$ cat src/rtl/decoder_seq_pkg.sv
// Shared types and defaults for the decoder / auto-scan sequencer.
package decoder_seq_pkg;

    typedef enum logic [1:0] {
        ST_IDLE   = 2'd0,
        ST_DIRECT = 2'd1,
        ST_SCAN   = 2'd2,
        ST_DONE   = 2'd3
    } state_e;

    localparam int unsigned DIV_DEFAULT        = 4;
    localparam int unsigned WRAP_LIMIT_DEFAULT = 0;

    localparam int unsigned IDX_W      = 3;
    localparam int unsigned OUT_W      = 8;
    localparam int unsigned PRESC_W    = 8;
    localparam int unsigned WRAP_CNT_W = 16;

endpackage

$ cat src/rtl/decoder_seq_onehot_dec3to8.sv
// Combinational 3-to-8 one-hot decoder shared by the direct and scan paths.
module onehot_dec3to8
    import decoder_seq_pkg::*;
(
    input  logic [IDX_W-1:0] sel,
    output logic [OUT_W-1:0] onehot_c
);

    // Exactly one bit set for every select value.
    always_comb begin
        onehot_c      = '0;
        onehot_c[sel] = 1'b1;
    end

endmodule

$ cat src/rtl/decoder_seq.sv
// Direct 3-to-8 decoder with an auto-scan mode and optional wrap-limited stop.
module decoder_seq
    import decoder_seq_pkg::*;
#(
    parameter int unsigned DIV        = DIV_DEFAULT,
    parameter int unsigned WRAP_LIMIT = WRAP_LIMIT_DEFAULT
) (
    input  logic             clk,
    input  logic             rst,
    input  logic             e,
    input  logic             mode,
    input  logic [IDX_W-1:0] in,
    input  logic             in_valid,
    output logic [OUT_W-1:0] out,
    output logic             out_valid,
    output logic             wrap,
    output logic             busy
);

    state_e                state_q,     state_d;
    logic [OUT_W-1:0]      out_q,       out_d;
    logic                  out_valid_q, out_valid_d;
    logic                  wrap_q,      wrap_d;
    logic                  busy_q,      busy_d;
    logic [IDX_W-1:0]      index_q,     index_d;
    logic [PRESC_W-1:0]    presc_q,     presc_d;
    logic [WRAP_CNT_W-1:0] wrap_cnt_q,  wrap_cnt_d;

    logic                  step_c;
    logic [IDX_W-1:0]      idx_scan_c;
    logic [IDX_W-1:0]      dec_sel_c;
    logic [OUT_W-1:0]      dec_out_c;

    // Scan step detection and selection of what the shared decoder sees.
    always_comb begin
        step_c     = (presc_q == PRESC_W'(DIV - 1));
        idx_scan_c = step_c ? (index_q + IDX_W'(1)) : index_q;
        dec_sel_c  = '0;
        if (state_q == ST_DIRECT && !mode) begin
            dec_sel_c = in;
        end else if (state_q == ST_SCAN && mode) begin
            dec_sel_c = idx_scan_c;
        end
    end

    onehot_dec3to8 u_dec (
        .sel      (dec_sel_c),
        .onehot_c (dec_out_c)
    );

    // Next-state and next-output logic.
    always_comb begin
        state_d     = state_q;
        out_d       = out_q;
        out_valid_d = 1'b0;
        wrap_d      = 1'b0;
        index_d     = index_q;
        presc_d     = presc_q;
        wrap_cnt_d  = wrap_cnt_q;

        if (!e) begin
            state_d = ST_IDLE;
            out_d   = '0;
        end else begin
            case (state_q)
                ST_IDLE: begin
                    out_d = '0;
                    if (mode) begin
                        state_d    = ST_SCAN;
                        index_d    = '0;
                        presc_d    = '0;
                        wrap_cnt_d = '0;
                        out_d      = dec_out_c;
                    end else begin
                        state_d = ST_DIRECT;
                    end
                end
                ST_DIRECT: begin
                    if (mode) begin
                        state_d    = ST_SCAN;
                        index_d    = '0;
                        presc_d    = '0;
                        wrap_cnt_d = '0;
                        out_d      = dec_out_c;
                    end else if (in_valid) begin
                        out_d       = dec_out_c;
                        out_valid_d = 1'b1;
                    end
                end
                ST_SCAN: begin
                    if (!mode) begin
                        state_d = ST_DIRECT;
                        out_d   = '0;
                    end else if (step_c) begin
                        presc_d = '0;
                        index_d = idx_scan_c;
                        out_d   = dec_out_c;
                        if (index_q == IDX_W'(7)) begin
                            wrap_d = 1'b1;
                            if (WRAP_LIMIT != 0 &&
                                (32'(wrap_cnt_q) + 32'd1) == WRAP_LIMIT) begin
                                state_d = ST_DONE;
                                out_d   = '0;
                            end else if (WRAP_LIMIT != 0) begin
                                wrap_cnt_d = wrap_cnt_q + WRAP_CNT_W'(1);
                            end
                        end
                    end else begin
                        presc_d = presc_q + PRESC_W'(1);
                    end
                end
                ST_DONE: begin
                    out_d = '0;
                    if (!mode) begin
                        state_d = ST_DIRECT;
                    end
                end
                default: begin
                    state_d = ST_IDLE;
                    out_d   = '0;
                end
            endcase
        end

        busy_d = (state_d == ST_SCAN);
    end

    // State and output registers with asynchronous reset.
    always_ff @(posedge clk or posedge rst) begin
        if (rst) begin
            state_q     <= ST_IDLE;
            out_q       <= '0;
            out_valid_q <= 1'b0;
            wrap_q      <= 1'b0;
            busy_q      <= 1'b0;
            index_q     <= '0;
            presc_q     <= '0;
            wrap_cnt_q  <= '0;
        end else begin
            state_q     <= state_d;
            out_q       <= out_d;
            out_valid_q <= out_valid_d;
            wrap_q      <= wrap_d;
            busy_q      <= busy_d;
            index_q     <= index_d;
            presc_q     <= presc_d;
            wrap_cnt_q  <= wrap_cnt_d;
        end
    end

    assign out       = out_q;
    assign out_valid = out_valid_q;
    assign wrap      = wrap_q;
    assign busy      = busy_q;

endmodule

$ cat config.mk
export PLATFORM = sky130hd
export DESIGN_NAME = decoder_seq
export DESIGN_NICKNAME = d
export VERILOG_FILES = /design/src/rtl/decoder_seq_pkg.sv /design/src/rtl/decoder_seq_onehot_dec3to8.sv /design/src/rtl/decoder_seq.sv
export SDC_FILE = /design/constraint.sdc
export NUM_CORES = 1
export LEC_CHECK = 0
export CORE_ASPECT_RATIO = 0.75
export CORE_MARGIN = 1
export CORE_UTILIZATION = 40
export CTS_CLUSTER_DIAMETER = 60
export DETAILED_ROUTE_END_ITERATION = 8
export PLACE_DENSITY_LB_ADDON = 0.25
export SKIP_CTS_REPAIR_TIMING = 1
export SLEW_MARGIN = 5
export SYNTH_ARGS = -nofsm -noshare
export SYNTH_HDL_FRONTEND = slang
export SYNTH_SLANG_ARGS = --single-unit
export TNS_END_PERCENT = 20
$ cat constraint.sdc
create_clock -name clk -period 2.1 [get_ports clk]
set_input_delay 0.42 -clock clk [delete_from_list [all_inputs] [get_ports clk]]
set_output_delay 0.42 -clock clk [all_outputs]
set_load 0.02 [all_outputs]
==> impl_metrics.tcl <==
set metrics [dict create \
    status "completed" \
    grt_max_degree 25 \
    met2_length_mm 1.600 \
    leakagePower_nw 0.8146 \
    ant_nets 0 \
    port_buffers 18 \
    cts.htree.levels 1 \
    instances_no_fill 199 \
    setup_viol 0 \
    syn_inst 124 \
    drt_iter0_drc 36 \
    end_kind "register" \
    power_w 0.001006 \
    place_congestion 0.7764 \
    cts_tree "yes" \
    antenna-diode-count 0 \
    finalCritPeriodShare_pct 98.27 \
    tightest_slew_ns 0.6484 \
    hold_viol 0 \
    clockRootBuffer "clkbuf_8" \
    fillCellCount 254 \
    crit_slowest_cell "or4b_1" \
    critPathKind "register to register" \
    numCtsBuffers 3 \
    ys_ff_latch 24 \
    dr_wl_met3_um 110 \
    grt_setup_unrepaired "yes" \
    path_clk_slew_ns 0.09 \
    topRoutingLayerUsed "met4" \
    track_usage_pct 21.92 \
    yosys.area.top_type_share_pct 47.01 \
    die_y_um 50.94 \
    dr_total_vias 1127 \
    wl_mm 3.353 \
    grt_pass1_vias 1153 \
    fmax_mhz 484.6 \
    maxCapViolCount 0 \
    grt-ovfl-total 0 \
    yosysTopAreaCell "dfrtp_1" \
    drt-met1-wl_mm 1.626 \
    core_area_mm2 0.002999 \
    dp_hpwl_mm 2.442 \
    synthesis.area_mm2 0.001277 \
    r2r-end "index_q[0]" \
    dr.pass1.iters 4 \
    ioPinCount 19 \
    period_minus_slack_ns 2.064 \
    drive_gt1_share_pct 24.84 \
    fin_util_pct 59.74 \
    die_w_um 67.26 \
    pre_cts_slack_ns -0.2839 \
    startpoint_type "register" \
    syn-num-nets 135 \
    insertion_delay_ns 0.27 \
    grt_pass1_wl_mm 5.354 \
    synthTopCellsByArea "dfrtp_1 47%, o41ai_1 5.5%, nand2_1 4.1%" \
    yosys_warnings 0 \
    fin_ws_ns 0.03633 \
    synth_area_per_cell_um2 10.30 \
    r2r_cells 5 \
    placement_rows 17 \
    ys_seq_area_share_pct 47.01 \
    crit_fanout 5 \
    clkSinkCount 24 \
    worstReg2RegStart "presc_q[1]" \
    ys_types 39 \
    routed_via_density 5.663 \
    vdd_drop_max_mv 0.3883 \
    syn2layout_area_growth_pct 40.25 \
    die_area_mm2 0.003426 \
    cts.path.max_buffers 2 \
    antenna_found_initial 0 \
    dp_cells 193 \
    num-nets-final 173 \
    clock_skew_ns 0.005936 \
    drv_slew 0 \
    crit_required_ns 2.26 \
    critPathMaxStageDelay_ns 0.47 \
    initial_core_util_pct 42.59 \
    post-route-drc-count 0 \
    cellPowerDensity_mw_per_mm2 561.7 \
    critical_path_arrival_ns 2.23 \
    hold_path.class "input pin to asynchronous set/reset pin" \
    rrSetupSlack_ns 0.04 \
    avgRoutedWirePerCell_um 16.85 \
    slew_headroom_pct 56.58 \
    crit_chain "ha_4, or4b_1, or3_4, a21oi_4, mux2_1" \
]
==> area by class of cell <==
class                      instances  area [um2]  share of cell area (%)
tap                               38       47.55                   2.654
timing repair buffer              37       322.8                   18.02
multi-input combinational         89       723.2                   40.36
sequential                        24       600.6                   33.52
inverter                           7       26.28                   1.466
clock inverter                     1       30.03                   1.676
clock buffer                       3       41.29                   2.304
==> kinds of logic after synthesis <==
| kind of cell | Yosys count | synth area share (%) |
|---|---|---|
| AOI/OAI and AO/OA | 31 | 18.02 |
| xor gates and xnor gates | 4 | 2.743 |
| adders and majority gates | 3 | 2.939 |
| buffers and inverters | 11 | 3.330 |
| DFF | 24 | 47.01 |
| muxes | 5 | 4.114 |
| and+or+nand+nor | 46 | 21.84 |
==> critical path: cells and delay by family (launching register included) <==
kind,cells,cell delay [ns]
compound gates,1,0.16
fa+ha+maj,1,0.18
flops,1,0.40
mux,1,0.33
simple gates,2,0.89
==> per-layer routing <==
metal	global-route usage (%)	up-vias
met5	0	-
met4	6.028	0
met3	5.804	4
met2	35.00	18
li1	-	539
met1	29.03	566
==> power breakdown <==
part           leakage, nW  internal, W  switching (W)
Sequential           0.330     0.000471     0.00000810
Combinational        0.449    0.0000536      0.0000615
Clock               0.0357     0.000255       0.000157
Total                0.815     0.000779       0.000227
==> Yosys cell counts, drive strengths merged <==
cell    number
nand2b       1
xnor2        1
dfrtp       24
nor3         3
nand3b       1
or4b         2
nand4b       1
nor3b        1
o21ai        9
nor2         5
a21oi        3
clkbuf       3
o211ai       3
o41ai        8
and4         1
xor2         3
a211oi       1
nor4b        2
a22o         2
a21boi       1
mux2         2
and3b        2
nand4        4
o22ai        1
or3          2
ha           3
nand2       14
and2         1
buf          1
o211a        3
or3b         1
mux2i        3
nand3        4
inv          7
and3         1
==> per-stage QoR <==
step / area [um2] / setup TNS [ns] / hold slack (ns)
detailed placement: 1632 / -2.111 / 0.4986
global route: 1792 / -0.2851 / 0.5543
finish: 1792 / 0 / 0.4915
floorplan: 1292 / -0.1201 / 0.4346
global placement: 1632 / -1.537 / 0.4864
CTS: 1703 / -0.7935 / 0.4933
==> registers in the layout (all words and copies together), names as in the netlist <==
signal and flops:
out 8, presc_q 8, index_q 3, state_q 2
busy 1, out_valid 1, wrap 1
==> layout by cell type, fill, tap and decap left out, types with 2 or more instances in the layout <==
master,instances
dfrtp_1,24
buf_4,19
clkdlybuf4s50_1,18
nand2_1,14
o21ai_0,9
o41ai_2,8
inv_1,7
nor2_1,5
nand3_1,4
nand4_1,4
xor2_1,3
mux2i_1,3
o211a_1,3
o211ai_1,3
clkbuf_8,3
a22o_1,2
a21oi_1,2
and3b_1,2
nor3_1,2
ha_1,2
==> how the worst max path moves through the flow <==
| stage | slack [ns] | end | from |
|---|---|---|---|
| after floorplan | -0.02 | out[1] | presc_q[0] |
| after CTS | -0.13 | out[6] | presc_q[0] |
| after global placement | -0.20 | out[1] | mode |
| final | 0.04 | index_q[0] | presc_q[1] |
| after detailed placement | -0.28 | out[4] | mode |
| after global routing | -0.07 | out[2] | presc_q[1] |
Power figures use the tool's default switching activity.
